--- config.mk ---
export PLATFORM = sky130hd
export DESIGN_NAME = seq_mantissa_multiplier
export DESIGN_NICKNAME = d
export VERILOG_FILES = /design/src/rtl/fp_mult_pkg.sv /design/src/rtl/mult_digit_pp.sv /design/src/rtl/seq_mantissa_multiplier.sv
export SDC_FILE = /design/constraint.sdc
export NUM_CORES = 1
export LEC_CHECK = 0
export ABC_AREA = 1
export BUFFER_PORTS_ARGS = -buffer_cell sky130_fd_sc_hd__buf_4
export CAP_MARGIN = 30
export CORE_MARGIN = 5
export CORE_UTILIZATION = 50
export DETAILED_ROUTE_END_ITERATION = 8
export HOLD_SLACK_MARGIN = 0.02
export PLACE_DENSITY = 0.68
export SLEW_MARGIN = 10
export SYNTH_ARGS = -nofsm -noshare
export SYNTH_HDL_FRONTEND = slang
export SYNTH_SLANG_ARGS = --single-unit
--- constraint.sdc ---
create_clock -name clk -period 15.1 [get_ports clk]
set_input_delay 3.02 -clock clk [delete_from_list [all_inputs] [get_ports clk]]
set_output_delay 3.02 -clock clk [all_outputs]
set_load 0.02 [all_outputs]
--- src/rtl/fp_mult_pkg.sv ---
// ---------------------------------------------------------------------------
// fp_mult_pkg
// Shared definitions for the FP multiply datapath's iterative mantissa
// multiplier: the controller state encoding and the helpers that size the
// iteration counter from WIDTH / DIGIT_BITS.
// No ports (package).
// ---------------------------------------------------------------------------
package fp_mult_pkg;

  // Controller states of the sequential multiplier.
  typedef enum logic [1:0] {
    IDLE = 2'd0,
    BUSY = 2'd1,
    DONE = 2'd2
  } state_t;

  // Default single-precision configuration (24-bit mantissa incl. hidden bit).
  localparam int DEF_WIDTH      = 24;
  localparam int DEF_DIGIT_BITS = 4;

  // Integer ceiling division; used for the full-latency iteration count.
  function automatic int ceil_div(input int a, input int b);
    return (a + b - 1) / b;
  endfunction

  // Iteration counter width: clog2(n), never below one bit.
  function automatic int cnt_width(input int n);
    return (n <= 1) ? 1 : $clog2(n);
  endfunction

endpackage

--- src/rtl/mult_digit_pp.sv ---
// ---------------------------------------------------------------------------
// mult_digit_pp
// Purely combinational WIDTH x DIGIT_BITS unsigned partial-product generator.
// Forms a * digit exactly as the sum of shifted copies of a, one row per
// digit bit.
// Ports:
//   a      in   WIDTH               multiplicand
//   digit  in   DIGIT_BITS          multiplier digit
//   pp     out  WIDTH+DIGIT_BITS    exact product a * digit
// ---------------------------------------------------------------------------
module mult_digit_pp #(
  parameter int WIDTH      = 24,
  parameter int DIGIT_BITS = 4
) (
  input  logic [WIDTH-1:0]            a,
  input  logic [DIGIT_BITS-1:0]       digit,
  output logic [WIDTH+DIGIT_BITS-1:0] pp
);

  localparam int PPW = WIDTH + DIGIT_BITS;

  logic [PPW-1:0] rows [DIGIT_BITS];
  logic [PPW-1:0] row_sum;

  // One gated, shifted copy of the multiplicand per digit bit.
  generate
    for (genvar gi = 0; gi < DIGIT_BITS; gi++) begin : g_row
      assign rows[gi] = digit[gi] ? (PPW'(a) << gi) : '0;
    end
  endgenerate

  // Sum of rows; PPW bits hold the full product so no carry is lost.
  always_comb begin
    row_sum = '0;
    for (int i = 0; i < DIGIT_BITS; i++) begin
      row_sum = row_sum + rows[i];
    end
  end

  assign pp = row_sum;

endmodule

--- src/rtl/seq_mantissa_multiplier.sv ---
// ---------------------------------------------------------------------------
// seq_mantissa_multiplier
// Iterative unsigned mantissa multiplier: Mr = M1 * M2 (exact, 2*WIDTH bits).
// DIGIT_BITS bits of M2 are consumed per BUSY cycle, least significant digit
// first. Valid/ready handshakes on both sides; a new operand pair can be
// accepted in the same edge that the previous product is handed off.
// Ports:
//   clk        in   1          rising-edge clock
//   rst        in   1          asynchronous, active-high reset
//   in_valid   in   1          operands valid
//   in_ready   out  1          block can accept operands
//   M1         in   WIDTH      multiplicand, unsigned
//   M2         in   WIDTH      multiplier, unsigned
//   out_valid  out  1          Mr holds a completed product
//   out_ready  in   1          consumer accepts Mr
//   Mr         out  2*WIDTH    product M1*M2
//   busy       out  1          high while iterating
// ---------------------------------------------------------------------------
module seq_mantissa_multiplier
  import fp_mult_pkg::*;
#(
  parameter int WIDTH      = DEF_WIDTH,
  parameter int DIGIT_BITS = DEF_DIGIT_BITS,
  parameter int EARLY_TERM = 0
) (
  input  logic                 clk,
  input  logic                 rst,
  input  logic                 in_valid,
  output logic                 in_ready,
  input  logic [WIDTH-1:0]     M1,
  input  logic [WIDTH-1:0]     M2,
  output logic                 out_valid,
  input  logic                 out_ready,
  output logic [2*WIDTH-1:0]   Mr,
  output logic                 busy
);

  localparam int N  = ceil_div(WIDTH, DIGIT_BITS);  // full-latency iterations
  localparam int CW = cnt_width(N);                 // iteration counter width
  localparam int PW = N * DIGIT_BITS;               // M2 padded to whole digits
  localparam int AW = 2 * WIDTH;                    // accumulator width
  localparam int SW = $clog2(AW);                   // digit shift amount width

  state_t                     state_reg, state_next;
  logic [WIDTH-1:0]           m1_reg;
  logic [PW-1:0]              m2_reg;   // shifted right one digit per BUSY cycle
  logic [AW-1:0]              acc_reg;
  logic [AW-1:0]              acc_next;
  logic [AW-1:0]              mr_reg;
  logic [CW-1:0]              k_reg;
  logic [WIDTH+DIGIT_BITS-1:0] pp;
  logic [SW-1:0]              shamt;
  logic                       rest_zero;
  logic                       last_digit;
  logic                       accept;

  // Current digit always sits in the low DIGIT_BITS of m2_reg; the zero
  // padding above M2[WIDTH-1] supplies the zero-extension of a short last
  // digit.
  mult_digit_pp #(
    .WIDTH      (WIDTH),
    .DIGIT_BITS (DIGIT_BITS)
  ) u_pp (
    .a     (m1_reg),
    .digit (m2_reg[DIGIT_BITS-1:0]),
    .pp    (pp)
  );

  // Weight of digit k is 2^(k*DIGIT_BITS); max shift stays below WIDTH.
  assign shamt    = SW'(k_reg) * SW'(DIGIT_BITS);
  assign acc_next = acc_reg + (AW'(pp) << shamt);

  // Nothing left to multiply once the bits above the current digit are zero.
  assign rest_zero  = ((m2_reg >> DIGIT_BITS) == '0);
  assign last_digit = (k_reg == CW'(N - 1)) || ((EARLY_TERM != 0) && rest_zero);

  assign accept = in_valid & in_ready;

  // ---- FSM: state register ------------------------------------------------
  always_ff @(posedge clk or posedge rst) begin
    if (rst) begin
      state_reg <= IDLE;
    end else begin
      state_reg <= state_next;
    end
  end

  // ---- FSM: next state ----------------------------------------------------
  always_comb begin
    state_next = state_reg;
    case (state_reg)
      IDLE: begin
        if (in_valid) state_next = BUSY;
      end
      BUSY: begin
        if (last_digit) state_next = DONE;
      end
      DONE: begin
        // Handoff edge doubles as an accept edge when new operands wait.
        if (out_ready) state_next = in_valid ? BUSY : IDLE;
      end
      default: state_next = IDLE;
    endcase
  end

  // ---- FSM: outputs -------------------------------------------------------
  // in_ready depends on state and out_ready only, never on in_valid.
  always_comb begin
    in_ready  = 1'b0;
    busy      = 1'b0;
    out_valid = 1'b0;
    case (state_reg)
      IDLE: in_ready = 1'b1;
      BUSY: busy     = 1'b1;
      DONE: begin
        out_valid = 1'b1;
        in_ready  = out_ready;
      end
      default: ;
    endcase
  end

  // ---- Datapath: operand latch, shift/accumulate, result register ---------
  always_ff @(posedge clk or posedge rst) begin
    if (rst) begin
      m1_reg  <= '0;
      m2_reg  <= '0;
      acc_reg <= '0;
      k_reg   <= '0;
      mr_reg  <= '0;
    end else if (accept) begin
      m1_reg  <= M1;
      m2_reg  <= PW'(M2);
      acc_reg <= '0;
      k_reg   <= '0;
    end else if (state_reg == BUSY) begin
      acc_reg <= acc_next;
      m2_reg  <= m2_reg >> DIGIT_BITS;
      k_reg   <= k_reg + CW'(1);
      // Mr is loaded on the DONE-entry edge and held until the next one.
      if (last_digit) mr_reg <= acc_next;
    end
  end

  assign Mr = mr_reg;

endmodule
==> qor.csv, run 1 <==
stage;metric;value;unit
run_status;status;finished, final reports clean;
synth;flops & latches, synth;149;
floorplan;Core Area;26130;um^2
worst_hold_path;Worst Hold Class;reg2reg;
grt;vias in the first global route;12224;
sta;Fin. Hold Viols;0;
grt;met1 Use GR;35.75;%
sta;Worst Max-Slew Pin Slew;926.8;ps
clock_network;clk slew on worst S/H paths;80;ps
clock_network;post-CTS setup buffer count;0;
grt;met2 Usage GRT;43.12;%
route;Avg Vias per Cell;5.322;
setup_path;Required @ worst endpoint;12080;ps
clock_network;cts repair resizes;0;
sta;RSZ-0062 raised after global routing;no;
placed_design;# port buffers;102;
setup_path;Worst Path Arrival;3460;ps
setup_path;Worst Setup Start Kind;input pin;
floorplan;die area;29940;um^2
flow_run;max cap viols;0;
finish;layout cells sized above 1;10.71;%
clock_network;Clk Latency, worst-skew pair;450;ps
synth;top_reg_cell synth;dfrtp_1;
clock_network;CTS tree;built;
setup_path;crit path max fanout;2;
sta;Final Cycle Share;42.91;%
clock_network;TritonCTS Sinks;149;
setup_path;slowest cell on the critical path;buf_4;
setup_path;CP Class;in2out;
floorplan;Die Wd;173.0;um
sta;Slew Limit Fails;0;
route;DRC;0;
synth;async set-reset flop share out of synthesis;100.0;%
finish;Reg area;3729;um^2
clock_network;Clock Path Buffers;2;
synth;Post-synth EDFFs;0;
placed_design;Inst Count DP;2338;
synth;post-synthesis sequential area ratio;28.05;%
finish;Area growth syn-to-layout;12.51;%
sta;Layout Skew;20.60;ps
route;drt total wl;38850;um
floorplan;initial cell density of the core;50.86;%
synth;Ys Warns;0;
setup_path;CP Cell Sequence;buf_4 > inv_1 > a21oi_1 > buf_4;
setup_path;Crit. End Element;output port;
floorplan;num ports;103;
setup_path;CP peak stage delay;170;ps
setup_path;most frequent CP cell;buf_4;
route;post-route ant nets;0;
placed_design;RD Place Congestion;0.9599;
sta;Setup-failing EPs final;0;
grt;GR peak layer;met2;
clock_network;CTS Buf Count;17;
grt;met3 Track Usage GR;4.061;%
grt;total gr overflow;0;
sta;slew margin rel.;37.83;%
synth;synth unique cells;56;
floorplan;die height;173.0;um
route;Initial DRC Count;1089;
sta;post-route setup slack;8620;ps
grt;pin count of the biggest net entering global routing;101;
sta;Min Clock Period, post-route;6480;ps
grt;gr usage total;26.02;%
finish;# diodes;0;
sta;f_max;154.3;MHz
finish;Non-Filler Instances;2371;
route;DR vias;12619;
placed_design;pre-CTS setup slack;8629;ps
synth;Synth Area per Inst;6.816;um^2
floorplan;Core Rows;59;
placed_design;dpl cell area;14330;um^2
finish;Fillers;2625;
synth;Synth Instances;1950;
clock_network;H-tree depth reported by CTS;4;
grt;initial antenna violation count;0;
grt;first-pass GRT wire length;63890;um
route;DR WL/cell;16.38;um
route;drt first pass iters;6;
clock_network;root buf cell;clkbuf_16;
sta;setup TNS;0;ps
finish;multi-input combinational cell area;8082;um^2
clock_network;Hold-fix buffers, CTS;0;
synth;Syn Std Cell Area;13290;um^2
placed_design;DP HPWL;30830;um
synth;syn_nets;2127;
finish;final instance area;14950;um^2
finish;Final #Nets;2200;
==> cell usage in the layout, fill, tap and decap left out, types with 4 or more instances in the layout <==
cell | netlist | final
nand2_1 | 621 | 621
inv_1 | 319 | 317
dfrtp_1 | 149 | 149
o21ai_0 | 126 | 126
nand3_1 | 119 | 119
buf_4 | 0 | 115
nor2_1 | 109 | 109
ha_1 | 79 | 79
a21oi_1 | 69 | 69
fa_1 | 46 | 46
xor2_1 | 27 | 27
nand4_1 | 17 | 17
nor3_1 | 17 | 17
o221ai_1 | 17 | 17
clkbuf_16 | 0 | 17
nand2_2 | 16 | 16
a31oi_1 | 14 | 14
xnor2_1 | 12 | 12
o21ai_1 | 11 | 11
o21bai_1 | 11 | 11
nand3b_1 | 11 | 11
nor2_2 | 9 | 9
nand3_2 | 9 | 9
o211ai_1 | 8 | 8
or2_1 | 7 | 7
inv_8 | 0 | 7
inv_2 | 5 | 6
o21ai_2 | 6 | 6
o21a_1 | 5 | 5
nor3_2 | 5 | 5
a21oi_2 | 4 | 4
and3_1 | 4 | 4
o22ai_1 | 4 | 4
==> per-stage QoR <==
| stage | util, % | hold WS (ps) |
|---|---|---|
| after detailed placement | 54.82 | 466.2 |
| after global placement | 54.82 | 464.5 |
| after global routing | 57.22 | 506.0 |
| final | 57.22 | 482.7 |
| after floorplan | - | 455.5 |
| after CTS | 57.12 | 488.6 |
==> path summary, 6_finish.rpt <==
kind / from / to / slack [ps] / cells after the start
setup / recovery: out_ready / in_ready / 8620 / 4
hold / removal: Mr[27] / Mr[27] / 480 / 2
setup reg to reg: m2_reg[2] / acc_reg[42] / 8660 / 31
hold reg to reg: Mr[27] / Mr[27] / 480 / 2
max in group asynchronous: rst / Mr[41] / 11200 / 4
min in group asynchronous: rst / Mr[4] / 2550 / 2
==> layer usage <==
layer | vias to the layer above | share of wire (%) | routed length, um
met4 | 0 | 2.2 | 870
met5 | - | 0 | 0
met3 | 58 | 5.5 | 2154
met2 | 361 | 46 | 18060
li1 | 6315 | - | -
met1 | 5885 | 46 | 17760
==> critical path, delay by kind of cell <==
family                 cells  cell delay [ps]
AOI/OAI and AO/OA          1              160
buffers and inverters      3              290
==> layout make-up <==
| cell class | instances | share of cell area [%] |
|---|---|---|
| repair buffers | 116 | 5.957 |
| clock inverters | 15 | 1.180 |
| flip-flops and latches | 149 | 24.93 |
| inverters | 327 | 8.241 |
| clock buffers | 17 | 2.845 |
| well taps | 335 | 2.803 |
| multi-input cells | 1412 | 54.04 |
==> cells by family (layout without fill, tap and decap cells) <==
logic type      count (synthesis)  count (layout)  share of synthesized area [%]
simple gates                  953             953                          30.58
buf+inv                       389             475                          11.15
compound gates                293             293                          13.09
flops                         149             149                          28.05
fa+ha+maj                     125             125                          14.37
xor+xnor                       40              40                          2.692
mux                             1               1                        0.07531
==> synthesized netlist by cell type (9+ instances only) <==
cell	count	share of area (%)
inv_1	319	9.0
o21ai_1	11	0.41
nand2_1	621	18
nand3b_1	11	0.62
clkbuf_1	43	1.2
nand4_1	17	0.80
o21ai_0	126	4.7
nor2_1	109	3.1
buf_2	17	0.64
ha_1	79	7.4
nand2_2	16	0.75
a31oi_1	14	0.66
nand3_2	9	0.68
a21oi_1	69	2.6
nand3_1	119	4.5
o21bai_1	11	0.62
o221ai_1	17	1.1
nor3_1	17	0.64
xor2_1	27	1.8
dfrtp_1	149	28
nor2_2	9	0.42
fa_1	46	6.9
xnor2_1	12	0.79
Power of run 1 is not shown: default switching activity piles up to over one toggle a cycle in this logic, so the estimate is an artifact.
==> run 2: changes to the inputs <==
--- a/config.mk
+++ b/config.mk
@@ -5,14 +5,14 @@
 export SDC_FILE = /design/constraint.sdc
 export NUM_CORES = 1
 export LEC_CHECK = 0
-export ABC_AREA = 1
+export ABC_AREA = 0
 export BUFFER_PORTS_ARGS = -buffer_cell sky130_fd_sc_hd__buf_4
 export CAP_MARGIN = 30
 export CORE_MARGIN = 5
 export CORE_UTILIZATION = 50
 export DETAILED_ROUTE_END_ITERATION = 8
 export HOLD_SLACK_MARGIN = 0.02
-export PLACE_DENSITY = 0.68
+export PLACE_DENSITY = 0.69
 export SLEW_MARGIN = 10
 export SYNTH_ARGS = -nofsm -noshare
 export SYNTH_HDL_FRONTEND = slang
==> constraint.sdc (replaced) <==
create_clock -name clk -period 6.7 [get_ports clk]
set_input_delay 1.34 -clock clk [delete_from_list [all_inputs] [get_ports clk]]
set_output_delay 1.34 -clock clk [all_outputs]
set_load 0.02 [all_outputs]
==> run 2 against run 1 <==
  * Critical path depth grew 25
  * Flip-flop and latch count unchanged
  * Global-route usage is 1.9 points lower
  * Routed wire length fell by 15%
  * Highest routed layer unchanged
  * Count of clock-buffer cells in the layout is the same
  * Cell count fell by 19%
  * Synthesized cell count fell by 28%
  * Clock skew shrank 2.7 ps
  * Setup slack got worse by 8500 ps
==> qor.csv, run 2 <==
stage;metric;value;unit;change
worst_hold_path;hold depth;2;;unchanged
synth;async set-reset flop share out of synthesis;100.0;%;unchanged
finish;most frequent cells in the layout;241 x nand2_1, 233 x buf_4, 147 x dfrtp_1, 108 x inv_1, 96 x o21ai_0;;
setup_path;most frequent CP cell;buf_4;;
setup_path;CP Class;reg2reg;;
placed_design;# port buffers;102;;unchanged
synth;Ys Warns;0;;unchanged
synth;synth unique cells;70;;+25%
setup_path;R2R Setup Slk;90;ps;-8570 ps
worst_hold_path;Worst Hold End;Mr[14];;
synth;largest area contributor in the netlist;dfrtp_1;;
finish;Area growth syn-to-layout;25.00;%;
setup_path;Required @ worst endpoint;6990;ps;-5090 ps
setup_path;Crit. End Element;register;;
route;drt first pass iters;5;;-1
finish;multi-input combinational cell area;7896;um^2;-2.3%
setup_path;Worst Setup Start Kind;register;;
worst_hold_path;Worst Hold Class;reg2reg;;
route;drt total wl;32840;um;-15%
finish;Non-Filler Instances;1926;;-19%
clock_network;Clk Latency, worst-skew pair;440;ps;about the same
floorplan;die height;164.3;um;-5.0%
setup_path;Worst Path Arrival;6900;ps;+3440 ps
synth;Post-synth EDFFs;0;;unchanged
floorplan;die area;27000;um^2;-9.8%
grt;pin count of the biggest net entering global routing;85;;-16%
finish;# diodes;0;;unchanged
setup_path;Critical Path Start;m2_reg[2];;
sta;final hold slack;481.7;ps;-0.9910 ps
synth;syn_nets;1582;;-26%
finish;Reg area;3731;um^2;about the same
clock_network;Clock Path Buffers;2;;unchanged
sta;Setup-failing EPs final;0;;unchanged
finish;final instance area;14880;um^2;-0.48%
sta;Final Cycle Share;98.65;%;
run_status;status;finished, final reports clean;;
clock_network;TritonCTS Sinks;149;;unchanged
grt;initial antenna violation count;0;;unchanged
grt;first-pass GRT wire length;52760;um;-17%
setup_path;slowest cell on the critical path;fa_1;;
synth;post-synthesis sequential area ratio;31.32;%;+3.3 points
synth;Synth Area per Inst;8.474;um^2;+24%
synth;top_reg_cell synth;dfrtp_1;;
placed_design;RD Place Congestion;0.9275;;-3.4%
route;Initial DRC Count;814;;-25%
sta;Slew Limit Fails;0;;unchanged
placed_design;dpl cell area;13760;um^2;-3.9%
finish;Final #Nets;1771;;-20%
worst_hold_path;hold_sp;Mr[14];;
setup_path;Worst Path Buf+Inv;6;;+3
synth;largest cells by area after synthesis;dfrtp_1 31%, ha_1 8.3%, fa_1 7.7%;;
synth;flops & latches, synth;149;;unchanged
setup_path;RR Startpoint;m2_reg[2];;
route;DRC;0;;unchanged
clock_network;clk slew on worst S/H paths;80;ps;about the same
flow_run;max cap viols;0;;unchanged
clock_network;H-tree depth reported by CTS;4;;unchanged
synth;most instantiated cells after synthesis;241 x nand2_1, 149 x dfrtp_1, 114 x o21ai_0, 110 x inv_1;;
clock_network;CTS Buf Count;17;;unchanged
sta;Fin. Hold Viols;0;;unchanged
finish;most common cell after layout, fill and taps aside;nand2_1;;
clock_network;CTS tree;built;;
clock_network;Hold-fix buffers, CTS;0;;unchanged
sta;setup TNS;0;ps;unchanged
sta;Min Clock Period, post-route;6610;ps;
floorplan;Die Wd;164.3;um;-5.0%
route;DR WL/cell;17.05;um;+4.1%
sta;f_max;151.3;MHz;
setup_path;CP top delay family;compound AO/OA/AOI/OAI gates;;
setup_path;crit path max fanout;7;;+5
synth;cell with the most instances after synthesis;nand2_1;;
synth;Syn Std Cell Area;11910;um^2;-10%
floorplan;Core Rows;56;;-5.1%
floorplan;initial cell density of the core;50.72;%;-0.14 points
route;post-route ant nets;0;;unchanged
finish;layout cells sized above 1;24.70;%;+14 points
grt;total gr overflow;0;;unchanged
placed_design;Inst Count DP;1879;;-20%
floorplan;num ports;103;;unchanged
setup_path;r2r endpoint;acc_reg[42];;
sta;Worst Max-Slew Pin Slew;890.5;ps;-36.30 ps
synth;Synth Instances;1405;;-28%
finish;Fillers;2044;;-22%
setup_path;CP peak stage delay;540;ps;+370 ps
route;Avg Vias per Cell;5.607;;+5.4%
synth;share of the synthesized area in the top cell type;31.32;%;+3.3 points
grt;gr usage total;24.12;%;-1.9 points
grt;vias in the first global route;10578;;-13%
sta;slew margin rel.;40.57;%;+2.7 points
placed_design;DP HPWL;23640;um;-23%
route;DR vias;10800;;-14%
clock_network;root buf cell;clkbuf_16;;
setup_path;R2R cell count;29;;-6.5%
floorplan;Core Area;23470;um^2;-10%
sta;Layout Skew;17.87;ps;-2.725 ps
## run 2: cell types whose count changed after synthesis, sizes merged, moves of 36 or more
cell   before  now
nand2     638  241
inv       324  111
o22ai       4   44
and2        0   71
nand3     129   16
nor2      120   63
mux2        0   36
## run 2: cell families (layout without fill, tap and decap cells)
logic type               after synthesis  count (layout)  synth area share, %
XOR/XNOR                              66              66                4.855
buffers and inverters                179             381                5.685
AO/OA/AOI/OAI                        384             384                20.23
AND/OR/NAND/NOR                      455             455                17.52
multiplexers                          47              47                4.361
flip-flops                           149             149                31.32
adder cells (fa/ha/maj)              125             125                16.04
## run 2: how the worst max path moves through the flow
stage	endpoint	slack [ps]	cells past startpoint
2_1_floorplan	acc_reg[47]	590	30
3_3_place_gp	acc_reg[43]	-110	27
3_5_place_dp	acc_reg[43]	-100	27
4_1_cts	acc_reg[43]	1	28
5_1_grt	acc_reg[42]	-80	29
6_report	acc_reg[42]	90	29
## run 2: area by class of cell
class / count / share of cell area [%]
timing repair buffer: 238 / 12.25
tap: 319 / 2.682
multi-input combinational: 1077 / 53.06
clock inverter: 15 / 1.253
sequential: 149 / 25.07
clock buffer: 17 / 2.858
inverter: 111 / 2.833
## run 2: worst reg2reg max path: cells and delay by family, from the launching register on
kind | cells | cell delay (ps)
and+or+nand+nor | 7 | 980
adders and majority gates | 4 | 1740
muxes | 1 | 220
AOI/OAI and AO/OA | 9 | 1980
xor gates and xnor gates | 2 | 310
DFF | 1 | 460
buffers and inverters | 6 | 770
## run 2: timing repair
action,4_1_cts,5_1_grt
endpoints found under the setup margin,17,42
buffers inserted,0,14
pin swaps,0,33
resized for setup,4,99
## run 2: through the flow
step	setup slack, ps	utilization [%]
finish	90.14	63.41
global placement	-106.2	58.62
floorplan	586.5	-
global route	-80.19	63.41
CTS	1.061	61.27
detailed placement	-102.7	58.62
## run 2: per-layer routing
metal | global-route usage, % | up-vias | routed length [um]
met5 | 0 | - | 0
met4 | 7.663 | 0 | 773
met3 | 3.463 | 56 | 1768
met2 | 39.71 | 316 | 15650
met1 | 32.95 | 5209 | 14650
li1 | - | 5219 | -
Power of run 2 is left out for the same reason.
==> run 3: changes to the inputs <==
--- a/config.mk
+++ b/config.mk
@@ -10,9 +10,10 @@
 export CAP_MARGIN = 30
 export CORE_MARGIN = 5
 export CORE_UTILIZATION = 50
+export CTS_CLUSTER_DIAMETER = 50
 export DETAILED_ROUTE_END_ITERATION = 8
 export HOLD_SLACK_MARGIN = 0.02
-export PLACE_DENSITY = 0.69
+export PLACE_DENSITY = 0.67
 export SLEW_MARGIN = 10
 export SYNTH_ARGS = -nofsm -noshare
 export SYNTH_HDL_FRONTEND = slang
==> run 3 against run 2 <==
  * Critical path depth up 1
  * Fmax up 2.2%
  * Non-clock buffer count up 11
  * Routed wire length down 1.3%
  * Design area up 1.3%
  * Via count down 0.69%
  * Core utilization up 0.85 points
  * Clock skew down 4.4 ps
  * Global-route usage down 0.11 points
  * Flip-flop and latch count unchanged
==> qor.csv, run 3 (synthesized netlist as in run 2, its figures left out) <==
stage;metric;value;unit;change
run_status;status;finished, final reports clean;;
sta;Layout Skew;13.47;ps;-4.403 ps
route;DRC;0;;unchanged
flow_run;max cap viols;0;;unchanged
finish;Reg area;3732;um^2;about the same
grt;gr usage total;24.01;%;-0.11 points
setup_path;slowest cell on the critical path;fa_1;;
route;drt first pass iters;8;;+3
floorplan;Core Area;23470;um^2;unchanged
sta;Worst Max-Slew Pin Slew;877.4;ps;-13.09 ps
sta;f_max;154.6;MHz;+2.2%
route;DR WL/cell;16.74;um;-1.8%
worst_hold_path;hold_sp;m2_reg[6];;
finish;Area growth syn-to-layout;26.68;%;
finish;most frequent cells in the layout;241 x nand2_1, 241 x buf_4, 146 x dfrtp_1, 107 x inv_1, 100 x o21ai_0;;
setup_path;Required @ worst endpoint;7000;ps;about the same
route;met2 WL;15210;um;-2.8%
grt;first-pass GRT wire length;52830;um;+0.13%
placed_design;DP HPWL;23630;um;about the same
clock_network;H-tree depth reported by CTS;4;;unchanged
sta;post-route setup slack;231.5;ps;+141.4 ps
grt;pin count of the biggest net entering global routing;93;;+9.4%
route;WL met3;1827;um;+3.3%
floorplan;die height;164.3;um;unchanged
sta;final hold slack;478.1;ps;-3.650 ps
floorplan;initial cell density of the core;50.72;%;unchanged
clock_network;Hold-fix buffers, CTS;0;;unchanged
route;DR vias;10725;;-0.69%
finish;Final #Nets;1782;;+0.62%
floorplan;Core Rows;56;;unchanged
setup_path;Crit. End Element;register;;
finish;Non-Filler Instances;1937;;+0.57%
finish;layout cells sized above 1;25.83;%;+1.1 points
sta;slew margin rel.;41.51;%;+0.94 points
route;drt total wl;32430;um;-1.3%
clock_network;root buf cell;clkbuf_16;;
sta;Min Clock Period, post-route;6469;ps;-141.4 ps
setup_path;CP Class;reg2reg;;
grt;vias in the first global route;10679;;+0.95%
clock_network;CTS tree;built;;
setup_path;R2R Setup Slk;230;ps;+140 ps
finish;Fillers;2029;;-0.73%
route;Initial DRC Count;662;;-19%
grt;initial antenna violation count;0;;unchanged
finish;utilization after layout;64.26;%;+0.85 points
route;post-route ant nets;0;;unchanged
route;Max Used Layer;met4;;
placed_design;Inst Count DP;1881;;+0.11%
worst_hold_path;Worst Hold End;m2_reg[6];;
route;wl on met1;14660;um;about the same
setup_path;CP peak stage delay;530;ps;about the same
placed_design;# port buffers;102;;unchanged
finish;# diodes;0;;unchanged
clock_network;Clock Path Buffers;2;;unchanged
setup_path;Worst Path Arrival;6770;ps;-130 ps
floorplan;Die Wd;164.3;um;unchanged
sta;Final Cycle Share;96.54;%;-2.1 points
setup_path;RR Startpoint;m2_reg[3];;
clock_network;CTS Buf Count;17;;unchanged
worst_hold_path;hold depth;2;;unchanged
setup_path;Worst Path Buf+Inv;6;;unchanged
sta;Slew Limit Fails;0;;unchanged
clock_network;clk slew on worst S/H paths;70;ps;about the same
worst_hold_path;Worst Hold Class;reg2reg;;
floorplan;die area;27000;um^2;unchanged
clock_network;TritonCTS Sinks;149;;unchanged
finish;multi-input combinational cell area;7973;um^2;+0.97%
setup_path;crit path max fanout;5;;-2
placed_design;RD Place Congestion;0.9429;;+1.7%
setup_path;r2r endpoint;Mr[46];;
route;Avg Vias per Cell;5.537;;-1.3%
placed_design;pre-CTS setup slack;-175.1;ps;-72.44 ps
sta;Setup-failing EPs final;0;;unchanged
sta;Fin. Hold Viols;0;;unchanged
clock_network;Clk Latency, worst-skew pair;440;ps;about the same
floorplan;num ports;103;;unchanged
setup_path;R2R cell count;30;;+3.4%
setup_path;CP top delay family;compound AO/OA/AOI/OAI gates;;
setup_path;Worst Setup Start Kind;register;;
grt;total gr overflow;0;;unchanged
[run 3: how the worst max path moves through the flow]
stage,to,slack [ps],cells past startpoint,startpoint
2_1_floorplan,acc_reg[47],590,30,m2_reg[3]
3_3_place_gp,Mr[43],-190,27,m2_reg[2]
3_5_place_dp,Mr[43],-180,29,m2_reg[3]
4_1_cts,Mr[43],20,27,m2_reg[3]
5_1_grt,Mr[38],-70,29,m2_reg[3]
6_report,Mr[46],230,30,m2_reg[3]
[run 3: worst register-to-register path, delay by kind of cell (launching register included)]
family | cells | cell delay [ps]
compound gates | 14 | 2650
fa+ha+maj | 5 | 1850
buf+inv | 6 | 610
flops | 1 | 440
xor+xnor | 2 | 340
mux | 1 | 230
simple gates | 2 | 200
[run 3: repair_timing]
action	4_1_cts	5_1_grt
resized for setup	9	101
setup buffers	0	22
endpoints found under the setup margin	21	42
cloned	0	1
endpoints found under the hold margin	0	0
pin swaps	0	43
[run 3: metal layers]
layer | vias up | track usage [%]
li1 | 5247 | -
met1 | 5155 | 32.07
met2 | 270 | 39.88
met3 | 53 | 4.467
met4 | 0 | 7.129
met5 | - | 0
[run 3: through the flow]
| stage | cell area (um^2) | TNS (ps) |
|---|---|---|
| finish | 15080 | 0 |
| floorplan | 11910 | 0 |
| global placement | 13760 | -1098 |
| detailed placement | 13760 | -1203 |
| global route | 15080 | -260.1 |
| CTS | 14410 | 0 |
[run 3: area by class of cell]
type                       count  share of cell area (%)
clock buffer                  18                   2.912
clock inverter                14                   1.178
inverter                     111                   2.796
multi-input combinational   1077                   52.86
sequential                   149                   24.74
tap                          319                   2.646
timing repair buffer         249                   12.87
Power of run 3 is left out for the same reason.
